--- src/rtl/spi_controller.sv ---
// SPI mode-0 frame controller: one 16-bit frame {rw, addr[6:0], data[7:0]}
// per start request, MSB first, driving sclk/ncs/sdi from the system clock.
// Optional macro SPI_READBACK_EN adds the sdo input and rdata output, and
// captures the peripheral's data byte on read (rw=0) frames.
module spi_controller #(
    parameter int CLK_DIV = 4,   // clk cycles per sclk half-period (>=2)
    parameter int CS_HOLD = 2,   // extra ncs-low cycles after last falling edge
    parameter int CS_GAP  = 4    // ncs-high cycles before done / next frame (>=4)
) (
    input  logic       clk,
    input  logic       rst,
    input  logic       start,
    input  logic       rw,
    input  logic [6:0] addr,
    input  logic [7:0] wdata,
    output logic       busy,
    output logic       done,
    output logic       sclk,
    output logic       ncs,
    output logic       sdi
`ifdef SPI_READBACK_EN
    ,
    input  logic       sdo,
    output logic [7:0] rdata
`endif
);

    typedef enum logic [2:0] {
        S_IDLE,
        S_SETUP,
        S_SHIFT,
        S_HOLD,
        S_GAP
    } state_t;

    // Terminal counts for the shared cycle counter. HOLD_LAST is unused when
    // CS_HOLD is 0 because the HOLD state is then never entered.
    localparam logic [15:0] DIV_LAST  = 16'(CLK_DIV - 1);
    localparam logic [15:0] HOLD_LAST = 16'(CS_HOLD - 1);
    localparam logic [15:0] GAP_LAST  = 16'(CS_GAP - 1);

    state_t      r_state;
    logic [15:0] r_cnt;       // cycles spent in the current half-period/state
    logic [4:0]  r_bit_cnt;   // number of rising sclk edges issued (1..16)
    logic [15:0] r_shift;     // bit 15 is the sdi line; cleared outside a frame
    logic        r_busy;
    logic        r_done;
    logic        r_sclk;
    logic        r_ncs;
`ifdef SPI_READBACK_EN
    logic        r_rw;
    logic [7:0]  r_rx;
    logic [7:0]  r_rdata;
`endif

    // Frame sequencer: all outputs are registered state of this block
    always_ff @(posedge clk) begin
        if (rst) begin
            r_state   <= S_IDLE;
            r_cnt     <= 16'd0;
            r_bit_cnt <= 5'd0;
            r_shift   <= 16'd0;
            r_busy    <= 1'b0;
            r_done    <= 1'b0;
            r_sclk    <= 1'b0;
            r_ncs     <= 1'b1;
`ifdef SPI_READBACK_EN
            r_rw      <= 1'b0;
            r_rx      <= 8'd0;
            r_rdata   <= 8'd0;
`endif
        end else begin
            r_done <= 1'b0;
            case (r_state)
                S_IDLE: begin
                    if (start) begin
                        r_shift   <= {rw, addr, wdata};
                        r_ncs     <= 1'b0;
                        r_busy    <= 1'b1;
                        r_cnt     <= 16'd0;
                        r_bit_cnt <= 5'd0;
                        r_state   <= S_SETUP;
`ifdef SPI_READBACK_EN
                        r_rw      <= rw;
`endif
                    end
                end
                S_SETUP: begin
                    if (r_cnt == DIV_LAST) begin
                        r_cnt     <= 16'd0;
                        r_sclk    <= 1'b1;
                        r_bit_cnt <= 5'd1;
                        r_state   <= S_SHIFT;
                    end else begin
                        r_cnt <= r_cnt + 16'd1;
                    end
                end
                S_SHIFT: begin
                    if (r_cnt != DIV_LAST) begin
                        r_cnt <= r_cnt + 16'd1;
                    end else begin
                        r_cnt <= 16'd0;
                        if (r_sclk) begin
                            // Falling edge: advance sdi except after bit 16,
                            // so frame[0] stays on the line through HOLD.
                            r_sclk <= 1'b0;
                            if (r_bit_cnt != 5'd16)
                                r_shift <= {r_shift[14:0], 1'b0};
`ifdef SPI_READBACK_EN
                            // Data phase is bits 7..0, i.e. rising edges 9..16
                            if (r_bit_cnt >= 5'd9)
                                r_rx <= {r_rx[6:0], sdo};
`endif
                        end else if (r_bit_cnt != 5'd16) begin
                            r_sclk    <= 1'b1;
                            r_bit_cnt <= r_bit_cnt + 5'd1;
                        end else if (CS_HOLD == 0) begin
                            r_ncs   <= 1'b1;
                            r_shift <= 16'd0;
                            r_state <= S_GAP;
                        end else begin
                            r_state <= S_HOLD;
                        end
                    end
                end
                S_HOLD: begin
                    if (r_cnt == HOLD_LAST) begin
                        r_cnt   <= 16'd0;
                        r_ncs   <= 1'b1;
                        r_shift <= 16'd0;
                        r_state <= S_GAP;
                    end else begin
                        r_cnt <= r_cnt + 16'd1;
                    end
                end
                S_GAP: begin
                    if (r_cnt == GAP_LAST) begin
                        r_cnt   <= 16'd0;
                        r_done  <= 1'b1;
                        r_busy  <= 1'b0;
                        r_state <= S_IDLE;
`ifdef SPI_READBACK_EN
                        if (!r_rw)
                            r_rdata <= r_rx;
`endif
                    end else begin
                        r_cnt <= r_cnt + 16'd1;
                    end
                end
                default: r_state <= S_IDLE;
            endcase
        end
    end

    assign busy = r_busy;
    assign done = r_done;
    assign sclk = r_sclk;
    assign ncs  = r_ncs;
    assign sdi  = r_shift[15];
`ifdef SPI_READBACK_EN
    assign rdata = r_rdata;
`endif

endmodule

--- config.mk ---
export PLATFORM = sky130hd
export DESIGN_NAME = spi_controller
export DESIGN_NICKNAME = d
export VERILOG_FILES = /design/src/rtl/spi_controller.sv
export SDC_FILE = /design/constraint.sdc
export NUM_CORES = 1
export LEC_CHECK = 0
export CAP_MARGIN = 10
export CORE_MARGIN = 2
export CORE_UTILIZATION = 45
export DETAILED_ROUTE_END_ITERATION = 6
export GPL_TIMING_DRIVEN = 0
export MAX_ROUTING_LAYER = met4
export PLACE_DENSITY = 0.66
export SLEW_MARGIN = 5
export SYNTH_ARGS = -nofsm -noshare
export SYNTH_HDL_FRONTEND = slang
export SYNTH_SLANG_ARGS = --single-unit
--- constraint.sdc ---
create_clock -name clk -period 3.7 [get_ports clk]
set_input_delay 0.925 -clock clk [delete_from_list [all_inputs] [get_ports clk]]
set_output_delay 0.925 -clock clk [all_outputs]
set_load 0.02 [all_outputs]
After elaboration in Yosys (flattened, before gate mapping):

Cells that the tools add are included.
Widths: inputs -> output; s select.

* register bits after elaboration: 44
* bits of input ports: 19

* add/sub/neg operators: 2
* equality and inequality tests: 17
* multiplexer cells: 37
* bitwise operators: 1
* reductions and logical operators: 16

Operators by type and width (count)
* $mux 16: 9
* $pmux 16 s4: 1
* $pmux 16 s3: 1
* $mux 5: 5
* $mux 3: 7
* $ne 2x2->1 const B: 9
* $add 16x1->16 const B: 1
* $eq 16x1->1 const B: 1
* $eq 16x2->1 const B: 1
* $ne 16x2->1 const B: 1
* $pmux 3 s5: 1
* $pmux 5 s3: 1
* $reduce_and 6->1: 2
* $mux 1: 9
* $reduce_and 3->1: 3
* $reduce_and 7->1: 1
* $eq 3x2->1 const B: 2
* $pmux 1 s2: 3
* $reduce_bool 2->1: 3
* $reduce_bool 3->1: 2
* $add 5x1->5 const B: 1
* $ne 5x5->1 const B: 1
* $reduce_bool 4->1: 1
* $reduce_or 2->1: 2
* 5 further kinds: 5

Logic depth before layout (Yosys ltp):

* word-level depth: 5
* depth in mapped cells: 9

Least setup slack after synthesis:

OpenSTA, ideal clock, no wires.

* path kind: input -> register
* start: input port start
* end: register r_shift[12]
* arrival: 2.229 ns
* setup slack: 1.401 ns
* stages on the path: 6
* cell sequence: or3b_1 a21oi_1 o211ai_1 clkbuf_1 or3_1 a21oi_1

* word-level cells in the longest chain between the ends: 2

RTL lines
* start, declared: RTL line 12 `input logic start,`
* $ne 2x2->1 (no source line)
* $reduce_and 6->1 (no source line)
* end signal, assigned: RTL line 77 `r_shift <= {rw, addr, wdata};`
* end signal, assigned: RTL line 108 `r_shift <= {r_shift[14:0], 1'b0};`
* end, declared: RTL line 45 `logic [15:0] r_shift;`

Every way passes these cells.
A chain may end at the register's enable or synchronous reset.

Worst setup path in the final report:

* start: input port start
* end: register r_shift[14]

Same word-level chain as after synthesis.

==> results.toml <==
[timing]
period_needed_ns = 2.82
slew_viol_final = 0
tightest_slew_ns = 0.538
finalHoldViolCount = 0
timing.final.crit_share_pct = 76.2
tns_ns = 0
rsz0062_at_grt = "false"
maxSlewHeadroom_pct = 64.1
fin_worst_skew_ns = 0.00658
setup-violations-final = 0
max_freq_mhz = 355
fin_ws_ns = 0.880

[setup_path]
crit_required_ns = 3.94
end_kind = "flop"
endpoint = "r_shift[14]"
r2r_slack_ns = 1.28
r2r.worst_path.cells = 8
crit_arrival_ns = 3.06
worstReg2RegEnd = "r_cnt[10]"
critPathMaxFanout = 10
startpoint = "start"
crit_type = "input port to flop"
cp-start-kind = "input port"
r2r_start = "r_cnt[0]"

[clocking]
clock_path_buffers = 2
cts_buffers = 5
cts-root-buf = "clkbuf_8"
htree_levels = 2
cts_tree = "built"
cts_resized = 0
clkSlewWorstSetupHoldPaths_ns = 0.09
cts_setup_buffers = 0
cts_hold_buf = 0
cts.sinks = 44
insertion_delay_ns = 0.30

[die]
ios = 24
die_width_um = 79.6
initial_core_util_pct = 46.7
fp.dieArea_um2 = 6340
fp-row-count = 27
fp.dieH_um = 79.6
core_um2 = 5510

[global_routing]
grt_pass1_vias = 2264
grt.total_usage_pct = 22.0
gr-total-overflow = 0
grt_pass1_wl_um = 10900
grt_max_degree = 14
antenna_found_initial = 0

[synth]
synth_enable_flop_cells = 0
syn_area_per_cell_um2 = 8.14
synth-main-ff-cell = "dfxtp_1"
synth.top_cells.by_area = "dfxtp_1, a21oi_1, nor3b_1, o21ai_0, or3_1"
synth_top_cell_by_area = "dfxtp_1"
syn_nets = 339
synth.distinct_cells = 51
ys_async_sr_fraction_pct = 0
synth_top_area_share_pct = 34.2
yosys_warnings = 0
synth-seq-area-share_pct = 34.2
ys_seq_elements = 44
syn-instance-count = 316
syn_area_um2 = 2570

[flow_run]
drv_cap = 0

[cells_and_area]
instances_no_fill = 417
syn2layout_area_growth_pct = 17.1
fin_nets = 368
mostFrequentLayoutCell = "dfxtp_1"
drive_above_1_share_pct = 9.28
fill_cells = 517
post-route-util_pct = 54.7
stdcell_area_um2 = 3010
diodes = 0
layout_common_cells = "dfxtp_1, a21oi_1, o21ai_0, clkdlybuf4s50_1, nor3b_1"

[placement]
dpl.hpwl_um = 4490
place_inst = 410
gp_congestion = 0.828
pre_cts_slack_ns = 0.602
place_area_um2 = 2880
portBuffers = 22

[routing]
drt_iter0_drc = 202
first_pass_iters = 5
ant_nets = 0
wl_per_cell_um = 15.7
drcViolationCount = 0
totalWireLength_um = 6530
vias = 2497
vias_per_cell = 5.99

[pwr]
peakVddDrop_v = 0.000238
p_leak_nw = 1.06
powerDensity_nw_per_um2 = 583

[status]
status = "complete, no violations"

[min_path]
hold_class = "flop to flop"
metal layers:
| metal | global-route usage (%) | up-vias | share of wire, % |
|---|---|---|---|
| met4 | 5.69 | 0 | 1.0 |
| met3 | 3.62 | 8 | 3.3 |
| li1 | - | 1236 | - |
| met2 | 33.8 | 41 | 47 |
| met5 | - | - | 0 |
| met1 | 30.2 | 1212 | 49 |
worst min path at each step:
stage,start,end,cells after the start
finish,r_shift[7],r_shift[7],2
global route,r_shift[10],r_shift[10],2
detailed placement,r_shift[0],r_shift[0],2
floorplan,r_shift[0],r_shift[0],2
global placement,r_shift[9],r_shift[9],2
CTS,r_shift[12],r_shift[12],2
report_power, final:
part	switching, W	total (W)	leakage (nW)	internal [W]
clock	0.000168	0.000434	0.0642	0.000266
sequential	0.0000366	0.000582	0.357	0.000545
combinational	0.000455	0.000742	0.643	0.000287
total	0.000660	0.00176	1.06	0.00110
cells by family after synthesis:
family | after synthesis | synth area share [%]
AND/OR/NAND/NOR | 130 | 32.2
AO/OA/AOI/OAI | 100 | 23.7
flip-flops | 44 | 34.2
buffers and inverters | 35 | 6.71
adder cells (fa/ha/maj) | 4 | 1.94
multiplexers | 2 | 0.826
XOR/XNOR | 1 | 0.340
state kept, by name, indices dropped and copies added, names as in the netlist:
register	cells
done	1
r_cnt	16
sclk	1
busy	1
ncs	1
r_bit_cnt	5
r_shift	16
r_state	3
stage by stage:
step | hold slack, ns | total power [W]
2_1_floorplan | 0.444 | 0.00112
3_3_place_gp | 0.457 | 0.00131
3_5_place_dp | 0.464 | 0.00132
4_1_cts | 0.477 | 0.00176
5_1_grt | 0.506 | 0.00187
6_report | 0.476 | 0.00176
cell type report:
cell class,count,area [um^2],share of cell area [%]
repair buffers,22,220,7.31
inverters,8,30.0,0.997
well taps,72,90.1,2.99
multi-input cells,237,1520,50.5
flip-flops and latches,44,881,29.2
clock inverters,2,60.1,1.99
plain buffers,27,143,4.73
clock buffers,5,68.8,2.28
cell usage after synthesis, types with 2 or more instances:
| cell type | number |
|---|---|
| and3_1 | 5 |
| nand4_1 | 6 |
| clkbuf_1 | 16 |
| dfxtp_1 | 44 |
| nand3_1 | 10 |
| a211oi_1 | 3 |
| and4_2 | 2 |
| buf_6 | 3 |
| nor3b_1 | 19 |
| o21ai_0 | 22 |
| nor4_1 | 6 |
| a21oi_1 | 42 |
| nor2_1 | 15 |
| nor4_4 | 3 |
| nor2b_1 | 7 |
| a211o_1 | 3 |
| ha_1 | 4 |
| nor3_1 | 11 |
| a21o_1 | 3 |
| a22oi_1 | 2 |
| o31ai_1 | 8 |
| buf_2 | 6 |
| nand2_1 | 10 |
| inv_1 | 8 |
| a31oi_1 | 4 |
| and2_1 | 3 |
| a22o_1 | 6 |
| or2_2 | 2 |
| nand2b_1 | 6 |
| or3_1 | 16 |
critical path, stage by stage:
cell and delay [ns]:
clkdlybuf4s50_1 0.54, or3b_1 0.40, a21oi_1 0.19, o211ai_1 0.19, clkbuf_1 0.28, or3_1 0.41
a21oi_1 0.12
No activity file was read; power rests on OpenSTA's default activity.
==> edit 1 (same settings) <==
Make the reset (`rst`) asynchronous in one clocked block.
--- a/src/rtl/spi_controller.sv
+++ b/src/rtl/spi_controller.sv
@@ -54,7 +54,7 @@
 `endif
 
     // Frame sequencer: all outputs are registered state of this block
-    always_ff @(posedge clk) begin
+    always_ff @(posedge clk or posedge rst) begin
         if (rst) begin
             r_state   <= S_IDLE;
             r_cnt     <= 16'd0;
Formal check against the unedited RTL: differs if rst is asserted again (counterexample within 4 cycles, from zero or initial values and one cycle with rst high); with rst held inactive, the same outputs for 10 cycles.
==> edit 1 against the original RTL <==
Wire length fell by 20%. Final area barely moved. Sequential cell count did not move. Non-clock buffer count fell by 7. Clock skew fell by 0.0012 ns. Synthesized area fell by 0.39%. Setup slack improved by 0.19 ns. Largest cell class unchanged.
Power is not compared: it rests on default switching activity, and its combinational part moved more than twofold at a synthesized area within 25%.
==> edit 1: results <==
[global_route]
grt_util_all_layers = 0.190
grt_antenna_before_repair = 0
grt_max_degree = 37
grt_pass1_vias = 1980
grt_pass1_wl_mm = 9.20

[drt]
drtIter0Drc = 63
drtPass1Iterations = 4
viasPerCell = 5.37
routed_wl_mm = 5.26

[synthesis]
syn_nets = 301
synth_common_cells = 43 x dfrtp_1, 26 x nand2_1, 21 x inv_1
synthFlopType = dfrtp_1
yosysSeqAreaShare = 0.430
synth-warning-count = 0
synth.distinct_cells = 54
synth_area_leaders = dfrtp_1 42%, mux2i_1 5.5%, and3_1 3.9%
ys_async_sr_fraction = 1.00

[cells_and_area]
largestRegisters = r_cnt: 16 flops, r_shift: 16 flops, r_bit_cnt: 5 flops
antenna_cells = 0
final_nets = 332
drive_above_1_share = 0.0968
n_fill_cell = 484

[power_and_ir_drop]
leakage_uw = 0.00143
ir_drop_v = 0.000164

[placement]
port_buffers = 23
hpwl_mm = 3.72
gp_congestion = 0.813

[worst_setup_path]
cp_slowest_cell = dfrtp_1
max_stage_delay_ns = 0.49
crit_family = simple AND/OR/NAND/NOR gates
reg2reg_slack_ns = 1.07
reg2reg_from = r_cnt[0]$_DFFE_PP0P_
path_max_fanout = 10
rr_worst_depth = 8
reg2reg_to = r_cnt[2]$_DFFE_PP0P_

[clock_tree]
clock-root-buffer = clkbuf_8
clock_path_buffers = 2
ctsResizeCount = 0
numCtsBuffers = 5
cts_setup_buffers = 0
cts.clk_slew.worst_paths_ns = 0.09
clk_latency_ns = 0.30
cts_max_level = 2

[hold_path]
min_delay_worst_endpoint = r_bit_cnt[4]$_DFFE_PP0P_
whs_path_depth = 1
hold_path_startpoint = r_bit_cnt[4]$_DFFE_PP0P_
hold_path.class = reg -> reg

[timing]
slew_headroom = 0.583
skew_ns = 0.00537

[status]
status = finished clean
-- edit 1: cell types whose count changed after synthesis, sizes merged, moves of 15 or more --
cell	delta
or3	-15
nor3b	-16
a21oi	-26
dfxtp	-44
dfrtp	+43
nand2	+16
-- edit 1: routing by layer --
layer,global-route usage,wire length [µm]
met4,0.0534,79
met3,0.0396,157
met2,0.293,2380
met5,-,0
met1,0.254,2640
-- edit 1: where the power goes --
part / internal, µW / switching [µW]
clock: 200 / 169
sequential: 480 / 0
combinational: 22.1 / 16.2
total: 702 / 186
-- edit 1: worst max path at each step --
stage | startpoint | endpoint | slack [ns] | depth (start not counted)
2_1_floorplan | r_cnt[8]$_DFFE_PP0P_ | r_cnt[3]$_DFFE_PP0P_ | 1.33 | 7
3_3_place_gp | rst | sclk$_DFFE_PP0P_ | 0.77 | 2
3_5_place_dp | start | r_shift[8]$_DFFE_PP0P_ | 1.03 | 6
4_1_cts | r_cnt[0]$_DFFE_PP0P_ | r_cnt[2]$_DFFE_PP0P_ | 1.06 | 8
5_1_grt | r_cnt[0]$_DFFE_PP0P_ | r_cnt[2]$_DFFE_PP0P_ | 0.89 | 8
6_report | r_cnt[0]$_DFFE_PP0P_ | r_cnt[2]$_DFFE_PP0P_ | 1.07 | 8
-- edit 1: cell type report --
cell class,instances,share of cell area
sequential,44,0.366
clock inverter,3,0.0141
tap,72,0.0299
timing repair buffer,24,0.0830
inverter,21,0.0261
buffer,18,0.0282
clock buffer,5,0.0228
multi-input combinational,195,0.430
-- edit 1: stage by stage --
stage | instance area (µm²) | std cells | hold slack [ns] | setup WS (ns) | power (µW)
after floorplan | 2560 | 278 | 0.449 | 1.33 | 503
after detailed placement | 2900 | 374 | 0.477 | 1.03 | 529
after global routing | 3020 | 382 | 0.513 | 0.892 | 920
final | 3020 | 382 | 0.493 | 1.07 | 888
after global placement | 2880 | 373 | 0.466 | 0.766 | 527
after CTS | 3020 | 382 | 0.491 | 1.06 | 901
-- edit 1: kinds of logic (layout without fill, tap and decap cells) --
| family | after synthesis | after routing | share of synthesized area |
|---|---|---|---|
| AND/OR/NAND/NOR | 102 | 102 | 0.219 |
| AO/OA/AOI/OAI | 66 | 66 | 0.179 |
| flip-flops | 44 | 44 | 0.430 |
| buffers and inverters | 39 | 71 | 0.0639 |
| multiplexers | 18 | 18 | 0.0722 |
| XOR/XNOR | 5 | 5 | 0.0171 |
| adder cells (fa/ha/maj) | 4 | 4 | 0.0195 |
==> edit 2 (same flow settings) <==
Without the edit above. The option `SPI_READBACK_EN` is turned on by a define.
--- a/src/rtl/spi_controller.sv
+++ b/src/rtl/spi_controller.sv
@@ -2,6 +2,8 @@
 // per start request, MSB first, driving sclk/ncs/sdi from the system clock.
 // Optional macro SPI_READBACK_EN adds the sdo input and rdata output, and
 // captures the peripheral's data byte on read (rw=0) frames.
+`define SPI_READBACK_EN
+
 module spi_controller #(
     parameter int CLK_DIV = 4,   // clk cycles per sclk half-period (>=2)
     parameter int CS_HOLD = 2,   // extra ncs-low cycles after last falling edge
Interface: changed (added rdata and sdo); port bits go from 24 to 33. The function was not compared with the original's and may differ.
==> edit 2 against the original RTL <==
Setup slack better by 0.38 ns. Total power increased by 39%. Sequential share of layout area up 4.1 points. Sequential cell count increased by 17. Hold slack worse by 0.025 ns. Synthesized area rose by 17%. Final area increased by 22%. Combinational power grew 17%. Die area grew 16%. Wire length is 0.81% lower. Critical path type unchanged.
==> edit 2: results <==
[cells_and_area]
multiInputGateArea_um2 = 1660
buf_share = 0.115
final_nets = 415
instances_no_fill = 472
clock_area_frac = 0.0676
n_fill_cell = 588
drive_above_1_share = 0.124
seq_area_um2 = 1220
multi_input_cells = 258
inv_count = 5
area_delta_synth_final_pct = 21.8
largestRegisters = r_cnt: 16 flops, r_shift: 16 flops
buffers = 55

[power_and_ir_drop]
leakage_uw = 0.00129
ir_drop_v = 0.000363

[synthesis]
synth_xor_area_frac = 0.0437
syn_area_per_cell_um2 = 8.64
synth-adder-area-share = 0.0208
synth.distinct_cells = 52
synth_common_cells = 61 x dfxtp_1, 52 x nor2_1, 34 x a21oi_1
synth_compound_area_frac = 0.196
muxShareOfSynthArea = 0.0300
syn_nets = 373
synth_area_leaders = dfxtp_1 41%, nor2_1 6.5%, a211oi_2 5.8%
yosysSeqAreaShare = 0.406

[placement]
dp_worst_setup_slack_ns = 0.887
place_area_um2 = 3410
gp_congestion = 0.880
place_inst = 456
hpwl_mm = 4.60
port_buffers = 31

[drt]
wl_per_cell_um = 13.7
wl_met1_mm = 3.18
drtIter0Drc = 140
met3WireLength_um = 296
viasPerCell = 5.44
route.met2.wl_mm = 2.91

[global_route]
grt_pass1_wl_mm = 11.4
grt_pass1_vias = 2436
grt_util_all_layers = 0.201
grt_max_degree = 13

[worst_setup_path]
critPathBufInv = 1
cp.arrival_ns = 2.65
path_max_fanout = 7
crit_family = compound AO/OA/AOI/OAI gates
cp_slowest_cell = clkdlybuf4s50_1
rr_worst_depth = 9

[timing]
slew_headroom = 0.431
skew_ns = 0.0103

[clock_tree]
clkSinkCount = 61
clk_latency_ns = 0.35
cts.clk_slew.worst_paths_ns = 0.08
numCtsBuffers = 9
cts_max_level = 3

[die]
nWellTaps = 77

[status]
status = finished clean
## edit 2: cell types whose count changed after synthesis, moves of 14 or more
cell	delta
o21ai_0	-15
nand2_1	+23
or3_1	-14
nor2_1	+37
dfxtp_1	+17
a211oi_2	+14
## edit 2: worst paths after layout
check                   startpoint                         to  slack (ns)
max reg2reg  r_cnt[0]$_SDFFE_PP0P_  r_bit_cnt[2]$_SDFFE_PP0P_        1.34
min          rdata[7]$_SDFFE_PP0P_      rdata[7]$_SDFFE_PP0P_        0.45
max                          start  r_bit_cnt[2]$_SDFFE_PP0P_        1.26
min reg2reg  rdata[7]$_SDFFE_PP0P_      rdata[7]$_SDFFE_PP0P_        0.45
## edit 2: power by group
part,internal (µW),switching [µW],total [µW]
sequential,770,75.7,846
clock,450,278,728
combinational,351,516,867
total,1570,870,2440
## edit 2: layer usage
layer | GRT usage | vias up
met3 | 0.0606 | 6
met4 | 0.0750 | 0
met1 | 0.268 | 1195
met2 | 0.287 | 47
met5 | - | -
li1 | - | 1318
